[src/rtl/des_cbc_controller_if.sv]
`default_nettype none
// ============================================================================
// des_cbc_controller_if : job command, block streams and DES core operands
// Rev 1.0
// ============================================================================
interface des_cbc_controller_if #(
  parameter int CNT_W = 18
);
  logic             start;
  logic [64:1]      key;
  logic [64:1]      iv_init;
  logic [CNT_W-1:0] num_blocks;
  logic             in_valid;
  logic             in_ready;
  logic [64:1]      in_data;
  logic             out_valid;
  logic             out_ready;
  logic [64:1]      out_data;
  logic [64:1]      core_msg;
  logic [64:1]      core_key;
  logic [64:1]      core_iv;
  logic [64:1]      core_ct;
  logic             busy;
  logic             done;
  logic [CNT_W-1:0] blk_idx;

  // master is the block source/sink plus the DES core; slave is the controller
  modport master (
    output start, key, iv_init, num_blocks, in_valid, in_data, out_ready, core_ct,
    input  in_ready, out_valid, out_data, core_msg, core_key, core_iv, busy, done, blk_idx
  );

  modport slave (
    input  start, key, iv_init, num_blocks, in_valid, in_data, out_ready, core_ct,
    output in_ready, out_valid, out_data, core_msg, core_key, core_iv, busy, done, blk_idx
  );
endinterface
`default_nettype wire

[src/rtl/des_cbc_controller.sv]
`default_nettype none
// ============================================================================
// des_cbc_controller : CBC sequencer around a combinational DES_Encrypt core
// Rev 1.0
// ============================================================================
module des_cbc_controller #(
  parameter int WAIT_CYCLES = 4,
  parameter int CNT_W       = 18
) (
  input  wire logic           clk,
  input  wire logic           rst_n,
  des_cbc_controller_if.slave bus
);
  localparam logic [7:0] WAIT_INIT = 8'(WAIT_CYCLES - 1);

  typedef enum logic [2:0] {
    S_IDLE = 3'd0,
    S_LOAD = 3'd1,
    S_RUN  = 3'd2,
    S_OUT  = 3'd3,
    S_DONE = 3'd4
  } state_t;

  state_t           state_q, state_d;
  logic [64:1]      key_q, key_d;
  logic [64:1]      iv_q, iv_d;
  logic [64:1]      msg_q, msg_d;
  logic [64:1]      out_q, out_d;
  logic [CNT_W-1:0] num_q, num_d;
  logic [CNT_W-1:0] blk_q, blk_d;
  logic [CNT_W-1:0] blk_inc;
  logic [7:0]       wait_q, wait_d;

  assign blk_inc = blk_q + CNT_W'(1);

  always_ff @(posedge clk) begin
    if (!rst_n) begin
      state_q <= S_IDLE;
      key_q   <= '0;
      iv_q    <= '0;
      msg_q   <= '0;
      out_q   <= '0;
      num_q   <= '0;
      blk_q   <= '0;
      wait_q  <= '0;
    end else begin
      state_q <= state_d;
      key_q   <= key_d;
      iv_q    <= iv_d;
      msg_q   <= msg_d;
      out_q   <= out_d;
      num_q   <= num_d;
      blk_q   <= blk_d;
      wait_q  <= wait_d;
    end
  end

  always_comb begin
    state_d = state_q;
    key_d   = key_q;
    iv_d    = iv_q;
    msg_d   = msg_q;
    out_d   = out_q;
    num_d   = num_q;
    blk_d   = blk_q;
    wait_d  = wait_q;
    case (state_q)
      S_IDLE: begin
        if (bus.start) begin
          key_d   = bus.key;
          iv_d    = bus.iv_init;
          num_d   = bus.num_blocks;
          blk_d   = '0;
          state_d = (bus.num_blocks == '0) ? S_DONE : S_LOAD;
        end
      end
      S_LOAD: begin
        if (bus.in_valid) begin
          msg_d   = bus.in_data;
          wait_d  = WAIT_INIT;
          state_d = S_RUN;
        end
      end
      S_RUN: begin
        // operands have been stable for WAIT_CYCLES edges when wait_q reaches 0
        if (wait_q == 8'd0) begin
          out_d   = bus.core_ct;
          state_d = S_OUT;
        end else begin
          wait_d = wait_q - 8'd1;
        end
      end
      S_OUT: begin
        if (bus.out_ready) begin
          iv_d    = out_q;
          blk_d   = blk_inc;
          state_d = (blk_inc == num_q) ? S_DONE : S_LOAD;
        end
      end
      S_DONE:  state_d = S_IDLE;
      default: state_d = S_IDLE;
    endcase
  end

  assign bus.in_ready  = (state_q == S_LOAD);
  assign bus.out_valid = (state_q == S_OUT);
  assign bus.busy      = (state_q != S_IDLE);
  assign bus.done      = (state_q == S_DONE);
  assign bus.out_data  = out_q;
  assign bus.blk_idx   = blk_q;
  assign bus.core_msg  = msg_q;
  assign bus.core_key  = key_q;
  assign bus.core_iv   = iv_q;
endmodule
`default_nettype wire

[src/flat_wrapper.sv]
// flat-port wrapper written by rule: the top's interface ports become plain ports
module des_cbc_controller_flat 
#(
  parameter int WAIT_CYCLES = 4,
  parameter int CNT_W       = 18
)
  (clk, rst_n, bus_start, bus_key, bus_iv_init, bus_num_blocks, bus_in_valid, bus_in_data, bus_out_ready, bus_core_ct, bus_in_ready, bus_out_valid, bus_out_data, bus_core_msg, bus_core_key, bus_core_iv, bus_busy, bus_done, bus_blk_idx);
  des_cbc_controller_if #(.CNT_W(CNT_W)) bus_i ();
  input  wire logic clk;
  input  wire logic rst_n;
  input wire logic [$bits(bus_i.start)-1:0] bus_start;
  input wire logic [$bits(bus_i.key)-1:0] bus_key;
  input wire logic [$bits(bus_i.iv_init)-1:0] bus_iv_init;
  input wire logic [$bits(bus_i.num_blocks)-1:0] bus_num_blocks;
  input wire logic [$bits(bus_i.in_valid)-1:0] bus_in_valid;
  input wire logic [$bits(bus_i.in_data)-1:0] bus_in_data;
  input wire logic [$bits(bus_i.out_ready)-1:0] bus_out_ready;
  input wire logic [$bits(bus_i.core_ct)-1:0] bus_core_ct;
  output wire logic [$bits(bus_i.in_ready)-1:0] bus_in_ready;
  output wire logic [$bits(bus_i.out_valid)-1:0] bus_out_valid;
  output wire logic [$bits(bus_i.out_data)-1:0] bus_out_data;
  output wire logic [$bits(bus_i.core_msg)-1:0] bus_core_msg;
  output wire logic [$bits(bus_i.core_key)-1:0] bus_core_key;
  output wire logic [$bits(bus_i.core_iv)-1:0] bus_core_iv;
  output wire logic [$bits(bus_i.busy)-1:0] bus_busy;
  output wire logic [$bits(bus_i.done)-1:0] bus_done;
  output wire logic [$bits(bus_i.blk_idx)-1:0] bus_blk_idx;
  assign bus_i.start = bus_start;
  assign bus_i.key = bus_key;
  assign bus_i.iv_init = bus_iv_init;
  assign bus_i.num_blocks = bus_num_blocks;
  assign bus_i.in_valid = bus_in_valid;
  assign bus_i.in_data = bus_in_data;
  assign bus_i.out_ready = bus_out_ready;
  assign bus_i.core_ct = bus_core_ct;
  assign bus_in_ready = bus_i.in_ready;
  assign bus_out_valid = bus_i.out_valid;
  assign bus_out_data = bus_i.out_data;
  assign bus_core_msg = bus_i.core_msg;
  assign bus_core_key = bus_i.core_key;
  assign bus_core_iv = bus_i.core_iv;
  assign bus_busy = bus_i.busy;
  assign bus_done = bus_i.done;
  assign bus_blk_idx = bus_i.blk_idx;
  des_cbc_controller #(.WAIT_CYCLES(WAIT_CYCLES), .CNT_W(CNT_W)) u_core (.clk(clk), .rst_n(rst_n), .bus(bus_i));
endmodule
[config.mk]
export PLATFORM = sky130hd
export DESIGN_NAME = des_cbc_controller_flat
export DESIGN_NICKNAME = d
export VERILOG_FILES = /design/src/rtl/des_cbc_controller_if.sv /design/src/rtl/des_cbc_controller.sv /design/src/flat_wrapper.sv
export SDC_FILE = /design/constraint.sdc
export NUM_CORES = 1
export LEC_CHECK = 0
export BUFFER_PORTS_ARGS = -buffer_cell sky130_fd_sc_hd__buf_2
export CAP_MARGIN = 10
export CORE_AREA = 2 2 218 220
export CTS_BUF_LIST = sky130_fd_sc_hd__clkbuf_4 sky130_fd_sc_hd__clkbuf_8 sky130_fd_sc_hd__clkbuf_16
export DETAILED_ROUTE_END_ITERATION = 16
export DIE_AREA = 0 0 220 222
export PLACE_DENSITY = 0.59
export RECOVER_POWER = 50
export SYNTH_ARGS = -nofsm -noshare
export SYNTH_HDL_FRONTEND = slang
export SYNTH_SLANG_ARGS = --single-unit
[constraint.sdc]
create_clock -name clk -period 2.9 [get_ports clk]
set_clock_uncertainty 0.05 [all_clocks]
set_input_delay 0.145 -clock clk [delete_from_list [all_inputs] [get_ports clk]]
set_output_delay 0.145 -clock clk [all_outputs]
set_load 0.05 [all_outputs]
==> metrics.md <==
| Metric | Value |
|---|---|
| Setup TNS | `0 ns` |
| Max-slew headroom | `33.0%` |
| Highest routed layer | `met4` |
| Top FF cell, synth | `dfxtp_1` |
| Initial antenna violation count | `1` |
| Yosys reg bits | `303` |
| Final Hold Fails | `0` |
| Dpl hpwl | `31.6 mm` |
| Final period util | `94.0%` |
| H-tree depth | `2` |
| Top-area cell type share of the netlist area | `50.7%` |
| CP Class | `flop to output port` |
| I/O pins | `557` |
| EDFF count, synth | `0` |
| CP max stage cell | `buf_4` |
| Worst-Skew Late Latency | `0.55 ns` |
| Vias in the first global route | `13.1k` |
| Highest Clock Rate | `0.367 GHz` |
| Fin area | `0.0189 mm²` |
| Die area | `0.0488 mm²` |
| Synth warnings | `0` |
| Initial Util | `25.8%` |
| Nature of the critical path endpoint | `output port` |
| Gp weighted congestion | `0.864` |
| Syn_nets | `1821` |
| Routed Antenna Nets | `0` |
| Top-count cell post-synth | `nand2_1` |
| Worst-margin pin slew | `1.01 ns` |
| Async set or reset register ratio after synthesis | `0%` |
| Syn_area_per_cell | `7.76 µm²` |
| Status | `complete, no violations` |
| Worst path required time | `2.71 ns` |
| Area grow syn2layout | `58.0%` |
| Synth cell count leaders | `nand2_1 (575), dfxtp_1 (303), a21oi_1 (219), nor2_1 (99), clkbuf_1 (92)` |
| Core Box Area | `0.0463 mm²` |
| Syn Inst Count | `1540` |
| Largest net degree at the start of global routing | `98` |
| Met3 wire len | `4.15 mm` |
| Register clock-pin slew on the reported worst setup and hold paths | `0.06 ns` |
| RSZ-0062 raised after global routing | `no` |
| Worst setup SP type | `flop` |
| Worst EP arrival | `2.53 ns` |
| Total power | `12.3 mW` |
| Worst vdd ir | `0.000483 V` |
| Die width | `220 µm` |
| Top cells by area, synth | `dfxtp_1 (51%), nand2_1 (18%), a21oi_1 (9.2%), a311oi_1 (4.8%), nor2_1 (3.1%)` |
| Root Buffer | `clkbuf_16` |
| Total GRT Usage | `18.3%` |
| Worst-case clock buffer depth | `3` |
| Leakage power | `7.39 nW` |
| DRT Pass-1 Iters | `5` |
| Crit-path cells | `nor2b_1 > nand2_2 > inv_2 > buf_4 > buf_2` |
| Crit path max fanout | `67` |
| Met1 wire length | `19.0 mm` |
| Max cap viols | `0` |
| Die height | `222 µm` |
| Post-synthesis sequential area ratio | `50.7%` |
| Post-Route Utilization | `40.8%` |
| DP Area | `0.0152 mm²` |
| DRC viols | `0` |
| Fin. max-slew vios | `0` |
| Cts bufs inserted | `36` |
| Mapped Area | `0.0120 mm²` |
| Post-Route WL | `47.7 mm` |
| First-pass GRT wire length | `71.4 mm` |
| Via/cell ratio | `4.66` |
| Avg WL per Cell | `16.2 µm` |
| PwrDens | `650 mW/mm²` |
| Cell taking the most area after synthesis | `dfxtp_1` |
| Num Clock Sinks | `303` |
| Count of final setup violators | `0` |
| TritonCTS clock tree | `built` |
| Share of cells above drive strength 1 | `16.6%` |
| Fill cells | `4685` |
| Final Critical Period | `2.73 ns` |
| Met2 WL | `22.5 mm` |
| Critical path's largest stage delay | `0.59 ns` |
| Nets | `2591` |
| Hold Crit Class | `input pin to flop` |
| Library cells used by synthesis | `54` |
| Placement row count | `79` |
| Vias | `13.7k` |
| GRT Residual Overflow | `0` |
| Starting DRT DRC Count | `777` |
| PortBufs | `556` |
## per-stage QoR
step                setup slack [ns]  hold slack (ns)  cells
floorplan                      0.304            0.231   1540
global placement               0.320            0.335   2604
detailed placement             0.254            0.341   2604
CTS                            0.149           0.0251   2942
global route                  0.0385           0.0655   2942
finish                         0.173           0.0564   2943
## cell usage in the layout, fill, tap and decap left out, drive strengths merged, types with 2 or more instances in the layout
cell type and n:
a22oi 3, nand4 5, inv 7, nand3 11, nor4 8, a21oi 219
nand2b 4, nor2b 3, a311oi 66, a2111oi 2, or4 2, xor2 11
dfxtp 303, o2111ai 4, xnor2 21, nor2 99, nor3 16, buf 300
o21ai 14, and4 4, clkinv 6, bufinv 3, and2 8, nor3b 2
and3 5, a21boi 13, dlygate4sd3 275, a211oi 4, nand2 575, clkbuf 328
a211o 3, ha 2
## logic make-up (layout without fill, tap and decap cells)
logic type	count (synthesis)	after routing	synth area share (%)
and+or+nand+nor	745	745	25.2
AOI/OAI and AO/OA	334	334	17.0
DFF	303	303	50.7
buffers and inverters	124	919	4.57
xor gates and xnor gates	32	32	2.34
adders and majority gates	2	2	0.209
other	0	1	0
## timing repair
item	in CTS	in global routing
setup buffers	0	0
endpoints found under the setup margin	0	2
hold buffers	275	0
hold endpoints to repair	276	0
gates resized for setup	0	1
## critical path: cells and delay by family (launching register included)
family	cells	cell delay, ns
flip-flops	1	0.45
buffers and inverters	3	1.06
AND/OR/NAND/NOR	2	0.43
## state kept, by name (all words and copies together), names as in the netlist
name	flops
u_core.bus.blk_idx	18
u_core.bus.core_iv	64
u_core.bus.core_key	64
u_core.bus.core_msg	64
u_core.bus.out_data	64
u_core.num_q	18
u_core.state_q	3
u_core.wait_q	8
## layout make-up
cell class | count | area (µm²) | share of cell area [%]
Clock inverter | 10 | 169 | 0.894
Clock buffer | 53 | 1100 | 5.81
Tap cell | 607 | 759 | 4.02
Multi-Input combinational cell | 1113 | 5370 | 28.4
Inverter | 6 | 30.0 | 0.159
Timing Repair Buffer | 850 | 5400 | 28.6
Sequential cell | 303 | 6070 | 32.1
Antenna cell | 1 | 2.50 | 0.0132
## layer usage
layer  vias up  track usage, %
li1       6670               -
met2       599            31.4
met3       123            5.17
met1      6308            20.8
met5         -               0
met4         0            8.72
## power by group
group / internal, mW / total, mW / switching, mW
sequential: 4.49 / 4.70 / 0.211
combinational: 0.825 / 2.82 / 1.99
clock: 2.91 / 4.77 / 1.86
## final timing paths
check	start	endpoint	slack, ns	cells past startpoint
hold / removal	bus_start	u_core.bus.core_iv[52]$_SDFFE_PN0P_	0.06	4
setup / recovery	u_core.state_q[0]$_SDFFE_PN0P_	bus_out_valid	0.17	5
hold reg to reg	u_core.bus.core_msg[26]$_SDFFE_PN0P_	u_core.bus.core_msg[26]$_SDFFE_PN0P_	0.40	2
setup reg to reg	u_core.bus.blk_idx[0]$_SDFFE_PN0P_	u_core.state_q[2]$_SDFFE_PN0P_	0.29	8
No activity file was read; power rests on OpenSTA's default activity.
